**src/rtl/iic_slave_wr.sv**
```systemverilog
// ============================================================================
// Module   : iic_slave_wr
// Purpose  : IIC register-write responder (START, chip, reg, data, STOP);
//            ACKs accepted bytes and emits one-cycle register write strobes.
// Options  : IIC_SLV_AUTOINC_EN - multi-byte writes with address auto-increment
// Revision : 1.0 - initial release
// ============================================================================
`default_nettype none

module iic_slave_wr #(
  parameter logic [6:0] DEV_ADDR = 7'h50
) (
  input  logic       clk,
  input  logic       rst,
  input  logic       scl_i,
  input  logic       sda_i,
  output logic       sda_oe,
  output logic       wr_en,
  output logic [7:0] wr_addr,
  output logic [7:0] wr_data,
  output logic       busy
);

  typedef enum logic [2:0] {
    S_IDLE      = 3'd0,
    S_CHIP      = 3'd1,
    S_ACK_CHIP  = 3'd2,
    S_REG       = 3'd3,
    S_ACK_REG   = 3'd4,
    S_DATA      = 3'd5,
    S_ACK_DATA  = 3'd6,
    S_WAIT_STOP = 3'd7
  } state_t;

  logic [1:0] scl_sync_q, sda_sync_q;
  logic       scl_hist_q, sda_hist_q;

  state_t     state_q, state_d;
  logic [3:0] bit_cnt_q, bit_cnt_d;
  logic [7:0] shift_q, shift_d;
  logic [7:0] addr_q, addr_d;
  logic       sda_oe_q, sda_oe_d;
  logic       wr_en_q, wr_en_d;
  logic [7:0] wr_addr_q, wr_addr_d;
  logic [7:0] wr_data_q, wr_data_d;
  logic       busy_q, busy_d;

  logic scl_s, sda_s;
  logic scl_rise, scl_fall, sda_rise, sda_fall;
  logic start_det, stop_det;
  logic byte_done;

  assign scl_s     = scl_sync_q[1];
  assign sda_s     = sda_sync_q[1];
  assign scl_rise  = scl_s & ~scl_hist_q;
  assign scl_fall  = ~scl_s & scl_hist_q;
  assign sda_rise  = sda_s & ~sda_hist_q;
  assign sda_fall  = ~sda_s & sda_hist_q;
  assign start_det = sda_fall & scl_s;
  assign stop_det  = sda_rise & scl_s;
  assign byte_done = scl_fall && (bit_cnt_q == 4'd8);

  // Synchronisers reset to the idle-bus level so no phantom edge follows reset.
  always_ff @(posedge clk) begin
    if (rst) begin
      scl_sync_q <= 2'b11;
      sda_sync_q <= 2'b11;
      scl_hist_q <= 1'b1;
      sda_hist_q <= 1'b1;
    end else begin
      scl_sync_q <= {scl_sync_q[0], scl_i};
      sda_sync_q <= {sda_sync_q[0], sda_i};
      scl_hist_q <= scl_s;
      sda_hist_q <= sda_s;
    end
  end

  always_ff @(posedge clk) begin
    if (rst) begin
      state_q   <= S_IDLE;
      bit_cnt_q <= 4'd0;
      shift_q   <= 8'h00;
      addr_q    <= 8'h00;
      sda_oe_q  <= 1'b0;
      wr_en_q   <= 1'b0;
      wr_addr_q <= 8'h00;
      wr_data_q <= 8'h00;
      busy_q    <= 1'b0;
    end else begin
      state_q   <= state_d;
      bit_cnt_q <= bit_cnt_d;
      shift_q   <= shift_d;
      addr_q    <= addr_d;
      sda_oe_q  <= sda_oe_d;
      wr_en_q   <= wr_en_d;
      wr_addr_q <= wr_addr_d;
      wr_data_q <= wr_data_d;
      busy_q    <= busy_d;
    end
  end

  always_comb begin
    state_d   = state_q;
    bit_cnt_d = bit_cnt_q;
    shift_d   = shift_q;
    addr_d    = addr_q;
    sda_oe_d  = sda_oe_q;
    wr_en_d   = 1'b0;
    wr_addr_d = wr_addr_q;
    wr_data_d = wr_data_q;
    busy_d    = busy_q;

    if (start_det) begin
      state_d   = S_CHIP;
      bit_cnt_d = 4'd0;
      sda_oe_d  = 1'b0;
      busy_d    = 1'b1;
    end else if (stop_det) begin
      state_d   = S_IDLE;
      bit_cnt_d = 4'd0;
      sda_oe_d  = 1'b0;
      busy_d    = 1'b0;
    end else begin
      case (state_q)
        S_CHIP, S_REG, S_DATA: begin
          if (scl_rise && (bit_cnt_q != 4'd8)) begin
            shift_d   = {shift_q[6:0], sda_s};
            bit_cnt_d = bit_cnt_q + 4'd1;
          end else if (byte_done) begin
            if (state_q == S_CHIP) begin
              if ((shift_q[7:1] == DEV_ADDR) && !shift_q[0]) begin
                state_d  = S_ACK_CHIP;
                sda_oe_d = 1'b1;
              end else begin
                state_d  = S_WAIT_STOP;
              end
            end else if (state_q == S_REG) begin
              addr_d   = shift_q;
              state_d  = S_ACK_REG;
              sda_oe_d = 1'b1;
            end else begin
              wr_en_d   = 1'b1;
              wr_addr_d = addr_q;
              wr_data_d = shift_q;
              sda_oe_d  = 1'b1;
              state_d   = S_ACK_DATA;
`ifdef IIC_SLV_AUTOINC_EN
              addr_d    = addr_q + 8'd1;
`endif
            end
          end
        end
        S_ACK_CHIP, S_ACK_REG, S_ACK_DATA: begin
          // The next falling SCL edge ends the 9th (ACK) clock.
          if (scl_fall) begin
            sda_oe_d  = 1'b0;
            bit_cnt_d = 4'd0;
            if (state_q == S_ACK_CHIP) begin
              state_d = S_REG;
            end else if (state_q == S_ACK_REG) begin
              state_d = S_DATA;
            end else begin
`ifdef IIC_SLV_AUTOINC_EN
              state_d = S_DATA;
`else
              state_d = S_WAIT_STOP;
`endif
            end
          end
        end
        default: ;
      endcase
    end
  end

  assign sda_oe  = sda_oe_q;
  assign wr_en   = wr_en_q;
  assign wr_addr = wr_addr_q;
  assign wr_data = wr_data_q;
  assign busy    = busy_q;

endmodule

`default_nettype wire

```
**config.mk**
```make
export PLATFORM = sky130hd
export DESIGN_NAME = iic_slave_wr
export DESIGN_NICKNAME = d
export VERILOG_FILES = /design/src/rtl/iic_slave_wr.sv
export SDC_FILE = /design/constraint.sdc
export NUM_CORES = 1
export LEC_CHECK = 0
export CORE_AREA = 2 2 83 85
export DETAILED_ROUTE_END_ITERATION = 8
export DIE_AREA = 0 0 85 87
export GPL_TIMING_DRIVEN = 0
export SLEW_MARGIN = 10
export SYNTH_ARGS = -nofsm -noshare
export SYNTH_HDL_FRONTEND = slang
export SYNTH_SLANG_ARGS = --single-unit
```
**constraint.sdc**
```tcl
create_clock -name clk -period 2.2 [get_ports clk]
set_input_delay 0.22 -clock clk [delete_from_list [all_inputs] [get_ports clk]]
set_output_delay 0.22 -clock clk [all_outputs]
set_load 0.01 [all_outputs]
```
Word level (Yosys, flattened, before mapping). Cells that the tools add are included.

Flip-flop bits (word level): 48. Latch bits: 0. Bits in writable memories: 0. Memory bits (read-only): 0. Input port bits: 4. Output and inout bits: 19. Memories kept: 0.

Add/subtract/negate cells: 1. $mul: 0. Divide/modulo/power cells: 0. $lt $le $gt $ge: 0. Eq/ne operators: 17. Shift-type cells: 0. Muxes and demuxes: 23. Bitwise gates (word level): 17. Reduce and logical (&&, ||, !) cells: 18.

Operator list (number): 2-to-1 mux 3 bit (6); inequality test 4 bit, second input constant (4); AND reduction 7 bit (2); AND reduction 4 bit (3); inverter 1 bit (11); 2-to-1 mux 1 bit (10); == test 3 bit, second input constant (3); OR reduction 3 bit (3); 2-to-1 mux 4 bit (2); inequality test 2 bit, second input constant (4); case mux 4 bit (2 select lines) (1); == test 7 bit, second input constant (1); OR reduction 7 bit (1); AND 1 bit (6); == test 3 x 2 -> 1 bit, second input constant (2); case mux 3 bit (2 select lines) (1); AND reduction 5 bit (1); adder 4 x 1 -> 4 bit, second input constant (1); == test 4 bit, second input constant (1); 2-to-1 mux 2 bit (2); nonzero test 2 bit (2); nonzero test 4 bit (1); == test 3 x 1 -> 1 bit, second input constant (1); logical AND 1 bit (3); 4 further kinds (4).

Depth between registers and ports, before layout.
Depth after elaboration: 9. Mapped depth: 8. Mapped depth without buffers: 6.

Worst setup path before layout. Ideal clock, no wire load.

Path kind: register to register. Start: register bit_cnt_q[0]. End: register shift_q[0]. Setup time: 0.128 ns. Arrival: 1.642 ns. Required time: 2.072 ns. Setup slack: 0.430 ns. Stages on the path, launching flop included: 7. Period minus slack after synthesis: 1.770 ns. Path through: dfxtp_1 > inv_1 > ha_1 > and3b_4 > nor4_4 > mux2i_1 > nor2_1.

Cells in the longest elaborated chain, start to end: 3.

RTL lines: start: declaration (RTL line 39) `logic [3:0] bit_cnt_q, bit_cnt_d;`; start signal: assignment (RTL line 91) `bit_cnt_q <= bit_cnt_d;`; inequality test 4 bit (RTL line 126) `if (scl_rise && (bit_cnt_q != 4'd8)) begin`; logical AND 1 bit (RTL line 126); AND reduction 4 bit (no line); end signal: assignment (RTL line 92) `shift_q <= shift_d;`; end: declaration (RTL line 40) `logic [7:0] shift_q, shift_d;`.

Every way passes these cells. A chain may end at the register's enable or synchronous reset.

Final worst setup path. Ends and elaborated chain as after synthesis.

==> flow_summary_export.csv <==
group,metric,value,unit
logic_synthesis,ys.flop_type,"dfxtp_1",
final_layout,fillers,682,
cts,cts_inserted_buffers,5,
cts,root_buffer,"clkbuf_8",
worst_setup_path,r2r_start,"bit_cnt_q[0]",
route,routed_wl,3.62,mm
die,rows,30,
worst_setup_path,arrival,2.15,ns
logic_synthesis,synth_top_area_share,50.4,%
logic_synthesis,synthAdderAreaFrac,1.31,%
timing,finalSetupViolations,0,
timing,finalHoldViolCount,0,
timing,slew_headroom,53.4,%
timing,rsz0062_at_grt,"no",
final_layout,final_cell_mix,"dfxtp_1 (48), nor2_1 (37), mux2i_1 (33), clkdlybuf4s50_1 (22), inv_1 (7)",
route,drtIter0Drc,59,
route,routedWlPerCell,12.1,um
run,drv_cap,0,
placement,dpl_cell_area,0.00223,sq mm
power_and_ir_drop,leakage,0.781,nW
logic_synthesis,syn_inst,189,
logic_synthesis,synth_top_family_by_area,"simple AND/OR/NAND/NOR gates",
cts,cts_buffer_depth,2,
logic_synthesis,yosysSeqAreaShare,50.4,%
die,die_h,87,um
global_routing,grt_pass1_wl,6.04,mm
cts,cts_max_level,2,
cts,clk_pin_slew,0.09,ns
logic_synthesis,synth.mux.area_fraction,17.3,%
final_layout,layout-drive-gt1-share,9.13,%
route,via_per_inst,4.50,
global_routing,grt_antenna_before_repair,0,
cts,hold_buffers,0,
final_layout,syn_to_final_growth,21.4,%
cts,numClockSinks,48,
logic_synthesis,synth_fp_nets,195,
worst_setup_path,required,2.37,ns
logic_synthesis,synthTopCellsByArea,"dfxtp_1 (50%), mux2i_1 (17%), nor2_1 (7.3%)",
route,ant_nets,0,
worst_setup_path,reg2reg_depth,6,
logic_synthesis,async_flop_share,0,%
worst_setup_path,rrSetupSlack,0.22,ns
die,start_util,29.0,%
placement,dp_hpwl,2.56,mm
cts,cts_setup_buffers,0,
logic_synthesis,synth_compound_area_share,7.21,%
global_routing,grt_max_degree,16,
logic_synthesis,synth-xor-area-share,1.38,%
global_routing,grt_use_total,10.2,%
die,die_area,0.00740,sq mm
die,die_w,85,um
timing,worst_pin_slew,0.682,ns
timing,hold_ws,0.413,ns
final_layout,fin_area,0.00232,sq mm
power_and_ir_drop,ir_drop,0.000264,V
worst_hold_path,whs_path_depth,1,
placement,gp_congestion,0.754,
logic_synthesis,avgSynthCellArea,10.1,sq um
logic_synthesis,yosys_warnings,0,
final_layout,insertedDiodeCount,0,
logic_synthesis,synth.distinct_cells,39,
power_and_ir_drop,powerDensity,627,mW/mm^2
worst_setup_path,setup.worst_path.end_class,"register",
logic_synthesis,synth_area,0.00191,sq mm
die,fp.coreArea,0.00657,sq mm
timing,clock_skew,0.0124,ns
logic_synthesis,synth-edff-count,0,
worst_setup_path,r2r-end,"shift_q[0]",
worst_setup_path,worst_setup_path_start_kind,"register",
worst_hold_path,hold_start,"sda_sync_q[0]",
timing,slew_violations,0,
logic_synthesis,yosysTopAreaCell,"dfxtp_1",
final_layout,fin_nets,224,
logic_synthesis,synthSimpleGateAreaFrac,18.5,%
worst_hold_path,min_to,"sda_sync_q[1]",
global_routing,gr-total-overflow,0,
final_layout,layout_commonest_cell,"dfxtp_1",
cts,cts_tree,"yes",
route,dr.pass1.iters,4,
timing,finalCritPeriodShare,90.1,%
global_routing,grt_pass1_vias,1302,
die,io_pins,23,
cts,post_cts_resized,0,
worst_hold_path,hold_path_class,"register to register",
cts,clock_latency,0.30,ns
timing,max_clock_freq,0.505,GHz
route,drc_errors,0,
route,vias,1345,
placement,port_buffers,22,
worst_setup_path,cp_max_fo,8,
timing,setup_tns,0,ns
logic_synthesis,synth-seq-cells,48,
run_status,status,"complete, no violations",
worst_setup_path,crit_type,"register to register",
timing,period_needed,1.98,ns
## sequential cells by signal, summed over array words and instances (netlist names)
| signal | cells |
|---|---|
| wr_en | 1 |
| sda_hist_q | 1 |
| addr_q | 8 |
| scl_sync_q | 2 |
| busy | 1 |
| bit_cnt_q | 4 |
| state_q | 3 |
| scl_hist_q | 1 |
| sda_sync_q | 2 |
| wr_data | 8 |
| shift_q | 8 |
| sda_oe | 1 |
| wr_addr | 8 |
## power by group
group / internal [mW] / switching (mW) / leakage (nW)
Combinational: 0.0215 / 0.0300 / 0.351
Clock: 0.226 / 0.294 / 0.0414
Sequential: 0.875 / 0.00563 / 0.388
Total: 1.12 / 0.329 / 0.781
## through the flow
stage / util, % / cells / setup slack [ns] / total power [mW]
after floorplan: - / 189 / 0.430 / 0.934
final: 35.3 / 299 / 0.219 / 1.45
after CTS: 35.3 / 299 / 0.195 / 1.48
after global placement: 33.9 / 291 / 0.228 / 0.953
after global routing: 35.3 / 299 / 0.0611 / 1.51
after detailed placement: 33.9 / 291 / 0.207 / 0.954
## cells in the mapped netlist, drive strengths merged, types with 2 or more instances
library cell / number
dfxtp: 48
nor2: 37
mux2i: 33
inv: 7
or2: 6
buf: 5
o21ai: 5
a21oi: 4
clkbuf: 4
nand2: 3
nand3b: 3
nor4: 3
a2111oi: 2
and2: 2
and3b: 2
ha: 2
nor3: 2
o211a: 2
o21a: 2
xnor2: 2
## cell type report
class,count,area [sq um],area share [%]
Tap cell,80,100,4.32
Buffer,9,48.8,2.11
Inverter,7,26.3,1.13
Multi-Input combinational cell,125,872,37.6
Sequential cell,48,961,41.5
Clock buffer,6,72.6,3.13
Timing Repair Buffer,22,220,9.50
Clock inverter,2,16.3,0.702
## per-layer routing
metal / vias to the layer above / wire length [um] / GRT usage (%)
met2: 15 / 1720 / 17.0
met1: 624 / 1760 / 12.7
met5: - / 0 / 0
met4: 0 / 41 / 3.90
li1: 702 / - / -
met3: 4 / 94 / 2.75
## critical path: stages (launching register included)
cell	delay [ns]
dfxtp_1	0.40
inv_1	0.06
ha_1	0.22
and3b_4	0.20
nor4_4	0.67
mux2i_1	0.25
nor2_1	0.05
## worst max-delay path by stage
stage                       from  cells after the start  slack (ns)         end
CTS                 bit_cnt_q[0]                      6        0.19  shift_q[1]
global route        bit_cnt_q[0]                      6        0.06  shift_q[4]
floorplan           bit_cnt_q[0]                      6        0.43  shift_q[0]
global placement    bit_cnt_q[0]                      6        0.23  shift_q[3]
detailed placement  bit_cnt_q[0]                      6        0.21  shift_q[5]
finish              bit_cnt_q[0]                      6        0.22  shift_q[0]
## kinds of logic after synthesis
| kind of cell | after synthesis |
|---|---|
| flip-flops | 48 |
| XOR/XNOR | 3 |
| multiplexers | 33 |
| AO/OA/AOI/OAI | 20 |
| AND/OR/NAND/NOR | 67 |
| buffers and inverters | 16 |
| adder cells (fa/ha/maj) | 2 |
No activity file was read; power rests on OpenSTA's default activity.
